[src/rtl/otter_alu_pkg.sv]
// Shared ALU opcodes and the multiply-sequencer state set.
package otter_alu_pkg;

  localparam logic [3:0] ALU_ADD  = 4'b0000;
  localparam logic [3:0] ALU_SLL  = 4'b0001;
  localparam logic [3:0] ALU_SRL  = 4'b0101;
  localparam logic [3:0] ALU_COPY = 4'b1001;

  typedef enum logic [2:0] {
    ST_IDLE,
    ST_ADD,
    ST_SHL,
    ST_SHR,
    ST_FINISH
  } mul_state_e;

  // Multiplier exhausted -> done; low bit set -> accumulate; else just shift.
  function automatic mul_state_e next_iter(input logic [31:0] m);
    if (m == 32'd0)  return ST_FINISH;
    else if (m[0])   return ST_ADD;
    else             return ST_SHL;
  endfunction

endpackage

[src/rtl/alu_mul_seq.sv]
// Shift-add multiplier that borrows the shared external ALU for every add and shift.
// state  | meaning
// IDLE   | waiting for START, ALU released (COPY, zero operands)
// ADD    | ACC <= ACC + MCAND
// SHL    | MCAND <= MCAND << 1
// SHR    | MPLIER <= MPLIER >> 1, early exit once it reaches zero
// FINISH | DONE pulse, PRODUCT valid
module alu_mul_seq
  import otter_alu_pkg::*;
(
  input  logic        CLK,
  input  logic        RST,
  input  logic        START,
  input  logic [31:0] OP_A,
  input  logic [31:0] OP_B,
  output logic [31:0] ALU_SRC_A,
  output logic [31:0] ALU_SRC_B,
  output logic [3:0]  ALU_FUN,
  input  logic [31:0] ALU_RESULT,
  output logic        ALU_SEL,
  output logic        BUSY,
  output logic        DONE,
  output logic [31:0] PRODUCT
);

  mul_state_e  state_q, state_d;
  logic [31:0] acc_q, mcand_q, mplier_q, product_q;
  logic        busy_q, done_q;

  always_comb begin
    state_d   = state_q;
    ALU_FUN   = ALU_COPY;
    ALU_SRC_A = 32'd0;
    ALU_SRC_B = 32'd0;
    case (state_q)
      ST_IDLE:   if (START) state_d = next_iter(OP_B);
      ST_ADD: begin
        ALU_FUN   = ALU_ADD;
        ALU_SRC_A = acc_q;
        ALU_SRC_B = mcand_q;
        state_d   = ST_SHL;
      end
      ST_SHL: begin
        ALU_FUN   = ALU_SLL;
        ALU_SRC_A = mcand_q;
        ALU_SRC_B = 32'd1;
        state_d   = ST_SHR;
      end
      ST_SHR: begin
        ALU_FUN   = ALU_SRL;
        ALU_SRC_A = mplier_q;
        ALU_SRC_B = 32'd1;
        state_d   = next_iter(ALU_RESULT);
      end
      ST_FINISH: state_d = ST_IDLE;
      default:   state_d = ST_IDLE;
    endcase
  end

  always_ff @(posedge CLK) begin
    if (RST) begin
      state_q   <= ST_IDLE;
      acc_q     <= 32'd0;
      mcand_q   <= 32'd0;
      mplier_q  <= 32'd0;
      product_q <= 32'd0;
      busy_q    <= 1'b0;
      done_q    <= 1'b0;
    end else begin
      state_q <= state_d;
      case (state_q)
        ST_IDLE: if (START) begin
          acc_q    <= 32'd0;
          mcand_q  <= OP_A;
          mplier_q <= OP_B;
        end
        ST_ADD:  acc_q    <= ALU_RESULT;
        ST_SHL:  mcand_q  <= ALU_RESULT;
        ST_SHR:  mplier_q <= ALU_RESULT;
        default: ;
      endcase
      // Load PRODUCT on entry to FINISH so it is already valid while DONE is high.
      if (state_d == ST_FINISH)
        product_q <= (state_q == ST_IDLE) ? 32'd0 : acc_q;
      done_q <= (state_d == ST_FINISH);
      busy_q <= (state_d == ST_ADD) || (state_d == ST_SHL) || (state_d == ST_SHR);
    end
  end

  assign BUSY    = busy_q;
  assign ALU_SEL = busy_q;
  assign DONE    = done_q;
  assign PRODUCT = product_q;

endmodule

[config.mk]
export PLATFORM = sky130hd
export DESIGN_NAME = alu_mul_seq
export DESIGN_NICKNAME = d
export VERILOG_FILES = /design/src/rtl/otter_alu_pkg.sv /design/src/rtl/alu_mul_seq.sv
export SDC_FILE = /design/constraint.sdc
export NUM_CORES = 1
export LEC_CHECK = 0
export CAP_MARGIN = 25
export CORE_AREA = 2 2 115 117
export CTS_BUF_LIST = sky130_fd_sc_hd__clkbuf_8
export DETAILED_ROUTE_END_ITERATION = 8
export DIE_AREA = 0 0 117 119
export PLACE_DENSITY = 0.84
export SLEW_MARGIN = 20
export SYNTH_ARGS = -nofsm -noshare
export SYNTH_HDL_FRONTEND = slang
export SYNTH_SLANG_ARGS = --single-unit
[constraint.sdc]
create_clock -name CLK -period 5.36 [get_ports CLK]
set_input_delay 1.608 -clock CLK [delete_from_list [all_inputs] [get_ports CLK]]
set_output_delay 1.608 -clock CLK [all_outputs]
set_load 0.005 [all_outputs]
==> results of run 1 <==
==> kinds of logic (layout without fill, tap and decap cells) <==
group           after synthesis  count (layout)  share of synthesized area [%]
compound gates              136             136                           16.2
buf+inv                      77             249                           5.48
flops                       133             133                           40.9
mux                          96              96                           15.4
other cells                   1               1                         0.0576
simple gates                333             333                           21.9
==> metal layers <==
metal | GRT usage [%] | share of wire [%] | vias up
met1 | 38.9 | 40 | 3029
met3 | 9.16 | 9.9 | 47
li1 | - | - | 3052
met5 | 0 | 0 | -
met2 | 49.1 | 47 | 339
met4 | 11.5 | 2.6 | 0
==> sequential cells by signal, summed over array words and instances, names as in the netlist <==
signal,cells
ALU_SEL,1
DONE,1
acc_q,32
state_q,3
mcand_q,32
PRODUCT,32
mplier_q,32
==> through the flow <==
stage          cell area (um^2)  power, uW  cells  util [%]  hold slack, ns
2_1_floorplan              6500       1450    776         -           0.448
3_3_place_gp               8520       1700   1091      66.2           0.444
3_5_place_dp               8550       1710   1092      66.4           0.451
4_1_cts                    8920       2480   1124      69.3           0.462
5_1_grt                    8920       2590   1124      69.3           0.488
6_report                   8920       2480   1124      69.3           0.459
==> area by class of cell <==
class / count / share of cell area [%]
sequential: 133 / 29.9
timing repair buffer: 212 / 23.6
clock buffer: 19 / 2.93
clock inverter: 13 / 1.23
inverter: 5 / 0.210
multi-input combinational: 566 / 39.6
tap: 176 / 2.47
==> power by group <==
group          internal (uW)  switching [uW]
clock network            387             399
registers               1060            63.0
logic                    278             289
total                   1730             751
==> cells in the mapped netlist <==
| master | count |
|---|---|
| buf_4 | 6 |
| a21oi_2 | 1 |
| o21ai_1 | 1 |
| and2_1 | 33 |
| clkbuf_1 | 47 |
| o211a_1 | 1 |
| clkinv_1 | 1 |
| o311ai_0 | 1 |
| nor2b_1 | 1 |
| nor3_2 | 2 |
| or2_1 | 1 |
| buf_1 | 3 |
| a22oi_1 | 64 |
| nand3b_1 | 1 |
| nand4_1 | 4 |
| nor3b_1 | 1 |
| mux2_2 | 32 |
| nand2_1 | 130 |
| mux2i_1 | 64 |
| conb_1 | 1 |
| nand2_2 | 1 |
| o21ai_0 | 2 |
| dfxtp_1 | 133 |
| a31oi_1 | 1 |
| buf_6 | 4 |
| nor3_1 | 2 |
| nand3_1 | 1 |
| a311oi_1 | 32 |
| inv_2 | 1 |
| nor4_1 | 16 |
| a211oi_1 | 32 |
| nor3_4 | 1 |
| inv_1 | 3 |
| a21oi_1 | 1 |
| buf_2 | 12 |
| nor2_1 | 139 |
==> worst max-delay path: stages, from the launching register on <==
cell and delay (ns):
dfxtp_2 0.62, nor2_4 0.84, a22oi_1 0.22, nor2_1 0.15
clkdlybuf4s50_1 0.54
==> final timing paths <==
kind,from,end,slack [ns]
max,state_q[1],ALU_SRC_A[21],0.94
min,PRODUCT[9],PRODUCT[9],0.46
max reg2reg,state_q[2],PRODUCT[16],2.27
min reg2reg,PRODUCT[9],PRODUCT[9],0.46
==> impl_metrics.py, run 1 <==
metrics = {
    "run_status": {
        "status": "finished, final reports clean",
    },
    "drt": {
        "via_per_inst": 5.75,
        "firstDrtPassIters": 6,
        "vias": 6467,
        "wl_per_cell_um": 18.8,
        "drt_iter0_markers": 558,
        "ant_nets": 0,
        "wl_um": 21200,
        "drc": 0,
    },
    "worst_hold_path": {
        "hold_depth": 2,
        "hold_path.class": "reg -> reg",
    },
    "synth": {
        "ys_seq_area_share_pct": 40.9,
        "syn-cell-area_mm2": 0.00650,
        "synth.distinct_cells": 36,
        "synth_nets": 875,
        "synthDominantCellAreaShare_pct": 40.9,
        "avgSynthCellArea_um2": 8.38,
        "synthTopCellsByArea": "dfxtp_1 (41%), mux2i_1 (9.8%), nor2_1 (8.0%), nand2_1 (7.5%), a22oi_1 (7.4%)",
        "yosysTopAreaCell": "dfxtp_1",
        "ys_ff_latch": 133,
        "yosys_warnings": 0,
        "syn-instance-count": 776,
    },
    "sta": {
        "maxSlewHeadroom_pct": 32.1,
        "rsz0062_at_grt": "false",
        "setup_viol_count_final": 0,
        "hold_viol_final": 0,
        "layout_min_cycle_time_ns": 4.42,
        "fmax_mhz": 226,
        "fin_tns_setup_ns": 0,
        "fin_skew_ns": 0.0139,
        "slew_viol_final": 0,
        "fin_crit_sh_pct": 82.5,
        "tightest_slew_ns": 1.02,
        "setup_ws_ns": 0.936,
    },
    "cells_and_area": {
        "drive_above_1_share_pct": 9.49,
        "regArea_mm2": 0.00267,
        "area_growth_pct": 37.1,
        "final_common_cell": "clkdlybuf4s50_1",
        "num_antenna_cells": 0,
        "multiInputGateArea_mm2": 0.00353,
        "final_cell_mix": "clkdlybuf4s50_1 (199), nor2_1 (137), dfxtp_1 (130), nand2_1 (130)",
        "fillers": 1073,
        "layout.nets": 1034,
    },
    "placement": {
        "port_buffers": 200,
        "place_ws_ns": 1.42,
        "dp_hpwl_um": 13900,
        "gp_routability_congestion": 0.898,
    },
    "clocking": {
        "hold_buffers": 0,
        "htree_levels": 4,
        "tritoncts": "done",
        "root_buffer": "clkbuf_8",
        "clock_sinks": 133,
        "numCtsBuffers": 17,
        "clkLatencyLatePin_ns": 0.44,
        "clk_pin_slew_ns": 0.08,
        "cts_resized": 0,
        "cts_setup_buffers": 0,
        "clockBufferDepth": 2,
    },
    "setup_path": {
        "crit_fanout": 43,
        "worstPathArrival_ns": 2.82,
        "reg2reg_depth": 6,
        "worst-endpoint-required_ns": 3.75,
        "cp-start-kind": "flop",
        "endpoint_kind": "output port",
        "crit_type": "reg -> out",
    },
    "global_route": {
        "overflow": 0,
        "gr-usage-all-layers_pct": 30.7,
        "grt_max_degree": 65,
        "grt_pass1_wl_um": 33300,
        "grt_pass1_vias": 6378,
        "antenna_found_initial": 0,
    },
    "die": {
        "coreArea_mm2": 0.0129,
        "fp.dieH_um": 119,
        "fp-row-count": 42,
        "start_util_pct": 50.5,
        "ios": 202,
        "die_w_um": 117,
        "die_area_mm2": 0.0139,
    },
    "pwr": {
        "power_density_mw_per_mm2": 278,
        "leakage_uw": 0.00346,
        "ir_drop_v": 0.000145,
    },
    "flow_run": {
        "cap_viol_max_count": 0,
    },
}
Power figures use the tool's default switching activity.
==> inputs of run 2 (changes only) <==
--- a/config.mk
+++ b/config.mk
@@ -6,11 +6,11 @@
 export NUM_CORES = 1
 export LEC_CHECK = 0
 export CAP_MARGIN = 25
-export CORE_AREA = 2 2 115 117
+export CORE_AREA = 2 2 125 127
 export CTS_BUF_LIST = sky130_fd_sc_hd__clkbuf_8
 export DETAILED_ROUTE_END_ITERATION = 8
-export DIE_AREA = 0 0 117 119
-export PLACE_DENSITY = 0.84
+export DIE_AREA = 0 0 127 129
+export PLACE_DENSITY = 0.75
 export SLEW_MARGIN = 20
 export SYNTH_ARGS = -nofsm -noshare
 export SYNTH_HDL_FRONTEND = slang
==> constraint.sdc (replaced) <==
create_clock -name CLK -period 3.8 [get_ports CLK]
set_input_delay 1.14 -clock CLK [delete_from_list [all_inputs] [get_ports CLK]]
set_output_delay 1.14 -clock CLK [all_outputs]
set_load 0.005 [all_outputs]
==> run 2 against run 1 <==
  * Setup slack got worse by 0.75 ns
  * Utilization fell by 8.2 points
  * Final cell count rose by 2.4%
  * Non-clock buffer count rose by 15
  * Sequential cell count did not move
  * Wire length rose by 4.2%
  * Highest routed layer unchanged
==> impl_metrics.py, run 2 (same netlist as run 1, synthesis figures left out) <==
metrics = {
    "clocking": {
        "clockBufferDepth": 2,
        "clkLatencyLatePin_ns": 0.45,
        "htree_levels": 4,
        "numCtsBuffers": 17,
        "cts_setup_buffers": 0,
        "tritoncts": "done",
        "clock_sinks": 133,
        "clk_pin_slew_ns": 0.08,
        "root_buffer": "clkbuf_8",
        "hold_buffers": 0,
    },
    "setup_path": {
        "endpoint_kind": "output port",
        "worstPathArrival_ns": 2.48,
        "cp-start-kind": "flop",
        "crit_type": "reg -> out",
        "worst-endpoint-required_ns": 2.66,
        "crit_fanout": 36,
    },
    "sta": {
        "rsz0062_at_grt": "false",
        "tightest_slew_ns": 0.791,
        "fin_skew_ns": 0.0138,
        "setup_ws_ns": 0.185,
        "maxSlewHeadroom_pct": 47.1,
        "setup_viol_count_final": 0,
        "fin_hold_ws_ns": 0.464,
        "layout_min_cycle_time_ns": 3.62,
        "fin_crit_sh_pct": 95.1,
        "slew_viol_final": 0,
        "fin_tns_setup_ns": 0,
        "hold_viol_final": 0,
        "fmax_mhz": 277,
    },
    "die": {
        "die_w_um": 127,
        "ios": 202,
        "coreArea_mm2": 0.0150,
        "die_area_mm2": 0.0164,
        "start_util_pct": 43.4,
        "fp-row-count": 45,
        "fp.dieH_um": 129,
    },
    "flow_run": {
        "cap_viol_max_count": 0,
    },
    "pwr": {
        "ir_drop_v": 0.000248,
        "leakage_uw": 0.00358,
        "power_density_mw_per_mm2": 413,
    },
    "global_route": {
        "grt_pass1_vias": 6187,
        "gr-usage-all-layers_pct": 26.8,
        "overflow": 0,
        "antenna_found_initial": 0,
        "grt_max_degree": 99,
        "grt_pass1_wl_um": 34000,
    },
    "placement": {
        "place_ws_ns": 0.324,
        "port_buffers": 200,
        "gp_routability_congestion": 0.854,
        "dp_hpwl_um": 14900,
        "placedInstanceArea_mm2": 0.00866,
    },
    "cells_and_area": {
        "stdcell_area_mm2": 0.00915,
        "num_antenna_cells": 0,
        "final_cell_mix": "clkdlybuf4s50_1 (199), nor2_1 (137), dfxtp_1 (130), nand2_1 (130)",
        "area_growth_pct": 40.6,
        "layout.nets": 1049,
        "fillers": 1325,
        "final_common_cell": "clkdlybuf4s50_1",
        "drive_above_1_share_pct": 11.0,
    },
    "drt": {
        "wl_per_cell_um": 19.2,
        "firstDrtPassIters": 5,
        "via_per_inst": 5.61,
        "wl_um": 22000,
        "drt_iter0_markers": 553,
        "vias": 6456,
        "drc": 0,
        "ant_nets": 0,
    },
    "run_status": {
        "status": "finished, final reports clean",
    },
    "worst_hold_path": {
        "hold_path.class": "reg -> reg",
    },
}
[run 2: cell types whose count changed in the layout (fill, tap and decap cells not counted), sizes merged]
cell,change
clkinv,-4
clkbuf,+2
buf,+15
bufinv,+3
clkinvlp,-1
[run 2: timing repair]
item	in CTS	in global routing
endpoints found under the hold margin	0	0
endpoints found under the setup margin	0	33
gates resized for setup	0	2
[run 2: per-layer routing]
layer  share of wire [%]  up-vias  global-route usage, %
met2                  47      291                   45.5
met4                 2.5        0                   9.70
met3                 7.6       40                   6.28
met1                  43     3038                   33.5
li1                    -     3087                      -
met5                   0        -                      0
[run 2: report_power, final]
group	internal [uW]	switching, uW	leakage (uW)
combinational	406	428	0.00226
clock	786	573	0.000224
sequential	1500	79.0	0.00109
total	2690	1080	0.00358
[run 2: area by class of cell]
cell class / count / area, um^2 / share of cell area [%]
Timing Repair Buffer: 227 / 2230 / 24.4
Multi-Input combinational cell: 566 / 3530 / 38.6
Tap cell: 188 / 235 / 2.57
Sequential cell: 133 / 2670 / 29.2
Clock inverter: 11 / 170 / 1.86
Clock buffer: 21 / 289 / 3.16
Inverter: 5 / 18.8 / 0.205
[run 2: critical path: stages, from the launching register on]
cell and delay [ns]:
dfxtp_2 0.45, buf_4 0.44, nor2_1 0.19, nor2_1 0.20, inv_1 0.08, nor2_1 0.13
clkdlybuf4s50_1 0.53
[run 2: final timing paths]
check             start  slack (ns)  depth (start not counted)      endpoint
min reg2reg  PRODUCT[4]        0.46                          2    PRODUCT[4]
max          state_q[1]        0.18                          6  ALU_SRC_B[0]
max reg2reg  state_q[1]        1.18                          8    PRODUCT[2]
min          PRODUCT[4]        0.46                          2    PRODUCT[4]
[run 2: through the flow]
stage	total power [uW]	util, %	std cells
after floorplan	2050	-	776
after global placement	2430	57.8	1118
after detailed placement	2440	57.8	1118
after CTS	3780	60.9	1150
after global routing	3940	61.1	1151
final	3770	61.1	1151
==> inputs of run 3 (changes only) <==
--- a/config.mk
+++ b/config.mk
@@ -6,11 +6,14 @@
 export NUM_CORES = 1
 export LEC_CHECK = 0
 export CAP_MARGIN = 25
-export CORE_AREA = 2 2 125 127
+export CELL_PAD_IN_SITES_DETAIL_PLACEMENT = 0
+export CELL_PAD_IN_SITES_GLOBAL_PLACEMENT = 1
+export CORE_AREA = 2 2 146 148
 export CTS_BUF_LIST = sky130_fd_sc_hd__clkbuf_8
 export DETAILED_ROUTE_END_ITERATION = 8
-export DIE_AREA = 0 0 127 129
+export DIE_AREA = 0 0 148 150
 export PLACE_DENSITY = 0.75
+export SETUP_SLACK_MARGIN = 0.1
 export SLEW_MARGIN = 20
 export SYNTH_ARGS = -nofsm -noshare
 export SYNTH_HDL_FRONTEND = slang
==> run 3 against run 2 <==
  * Via count down 1.5%
  * Non-clock buffer count down 1
  * Largest cell class unchanged
  * Maximum frequency up 1.8%
  * Clock skew about the same
  * Critical path type unchanged
  * Design area about the same
  * Register-to-register slack better by 0.12 ns
  * Combinational power about the same
  * Sequential power about the same
==> impl_metrics.py, run 3 (same netlist as run 1, synthesis figures left out) <==
metrics = {
    "cells_and_area": {
        "post-route-util_pct": 44.2,
        "layout.nets": 1048,
        "area_growth_pct": 40.7,
        "final_common_cell": "clkdlybuf4s50_1",
        "drive_above_1_share_pct": 10.6,
        "final_cell_mix": "clkdlybuf4s50_1 (199), nor2_1 (137), dfxtp_1 (130), nand2_1 (130)",
        "num_antenna_cells": 0,
    },
    "setup_path": {
        "ff2ff_setup_slack_ns": 1.30,
        "cp-start-kind": "flop",
        "endpoint_kind": "output port",
        "worst-endpoint-required_ns": 2.66,
        "path_cells": "buf_4, nor2_1, nor2_1, inv_1, nor2_1, clkdlybuf4s50_1",
        "worstPathArrival_ns": 2.41,
        "rr_startpoint": "state_q[2]",
        "crit_top_cell": "nor2_1",
        "slowest_delay_ns": 0.53,
        "reg2reg_depth": 6,
        "rr_endpoint": "PRODUCT[9]",
        "crit_fanout": 17,
        "crit_slowest_cell": "clkdlybuf4s50_1",
        "crit_type": "reg -> out",
    },
    "clocking": {
        "clock_sinks": 133,
        "clockBufferDepth": 2,
        "numCtsBuffers": 17,
        "clk_pin_slew_ns": 0.08,
        "clkLatencyLatePin_ns": 0.45,
        "htree_levels": 4,
        "root_buffer": "clkbuf_8",
        "tritoncts": "done",
        "hold_buffers": 0,
    },
    "sta": {
        "rsz0062_at_grt": "false",
        "fin_tns_setup_ns": 0,
        "fin_skew_ns": 0.0138,
        "fmax_mhz": 282,
        "slew_viol_final": 0,
        "maxSlewHeadroom_pct": 45.5,
        "fin_crit_sh_pct": 93.4,
        "hold_viol_final": 0,
        "layout_min_cycle_time_ns": 3.55,
        "tightest_slew_ns": 0.815,
        "setup_viol_count_final": 0,
    },
    "global_route": {
        "antenna_found_initial": 0,
        "grt_max_degree": 65,
        "overflow": 0,
        "gr-usage-all-layers_pct": 21.8,
        "grt_pass1_vias": 6413,
        "grt_pass1_wl_um": 37200,
    },
    "die": {
        "fp.dieH_um": 150,
        "ios": 202,
        "coreArea_mm2": 0.0207,
        "die_area_mm2": 0.0222,
        "die_w_um": 148,
        "start_util_pct": 31.4,
        "fp-row-count": 53,
    },
    "pwr": {
        "switching_share_pct": 30.4,
        "p_seq_share_pct": 45.1,
        "p_comb_share_pct": 23.7,
        "ir_drop_v": 0.000217,
        "p_int_uw": 2440,
        "leakage_uw": 0.00355,
        "p_switching_uw": 1070,
        "clockPowerShare_pct": 31.1,
        "power_density_mw_per_mm2": 383,
    },
    "drt": {
        "route.met3.wl_um": 1700,
        "wl_met1_um": 10700,
        "drc": 0,
        "via_per_inst": 5.14,
        "wl_met2_um": 11000,
        "highest_layer": "met4",
        "wl_per_cell_um": 19.3,
        "firstDrtPassIters": 5,
        "vias": 6357,
        "drt_iter0_markers": 381,
        "ant_nets": 0,
        "wl_um": 23900,
    },
    "worst_hold_path": {
        "hold-path-endpoint": "PRODUCT[1]",
        "hold_path.class": "reg -> reg",
        "hold_start": "PRODUCT[1]",
        "hold_depth": 2,
    },
    "placement": {
        "gp_routability_congestion": 0.761,
        "dp_hpwl_um": 16400,
        "port_buffers": 200,
    },
    "flow_run": {
        "cap_viol_max_count": 0,
    },
    "run_status": {
        "status": "finished, final reports clean",
    },
}
==> run 3: worst max path at each step <==
stage | startpoint | end | slack, ns
floorplan | state_q[0] | ALU_SRC_A[10] | 1.20
detailed placement | OP_B[11] | PRODUCT[29] | 0.08
global placement | OP_B[11] | PRODUCT[26] | 0.15
CTS | state_q[0] | ALU_SRC_A[31] | 0.15
global route | state_q[1] | ALU_SRC_A[25] | 0.14
finish | state_q[0] | ALU_SRC_B[0] | 0.25
==> run 3: area by class of cell <==
class	instances	area, um^2
Clock buffer	19	262
Clock inverter	12	90.1
Fill cell	2103	11500
Inverter	5	18.8
Multi-Input combinational cell	566	3550
Sequential cell	133	2670
Tap cell	275	344
Timing Repair Buffer	226	2220
==> run 3: worst max-delay path, delay by kind of cell, from the launching register on <==
kind / cells / cell delay, ns
buffers and inverters: 3 / 1.00
DFF: 1 / 0.46
and+or+nand+nor: 3 / 0.51
==> run 3: timing repair <==
item,CTS,global route
endpoints found under the setup margin,2,11
resized for setup,1,1
pin swaps,0,0
setup buffers,0,0
==> run 3: power by group through the flow <==
stage,Combinational (uW),Sequential [uW],Clock [uW]
after CTS,839,1580,1110
after global placement,831,1610,0
final,833,1580,1090
after detailed placement,834,1620,0
after floorplan,473,1580,0
after global routing,912,1600,1180
==> run 3: routing by layer <==
metal  up-vias  global-route usage (%)
met3        32                    5.61
met2       224                    34.8
met5         -                       0
met4         0                    6.71
met1      3014                    28.8
li1       3087                       -
==> run 3: through the flow <==
stage | setup WS (ns) | total power (uW) | cells | cell area [um^2] | hold slack [ns]
final | 0.250 | 3510 | 1236 | 9150 | 0.462
after global routing | 0.144 | 3690 | 1236 | 9150 | 0.483
after CTS | 0.152 | 3530 | 1236 | 9150 | 0.462
after detailed placement | 0.0781 | 2450 | 1205 | 8790 | 0.450
after global placement | 0.152 | 2440 | 1205 | 8790 | 0.443
after floorplan | 1.20 | 2050 | 776 | 6500 | 0.448
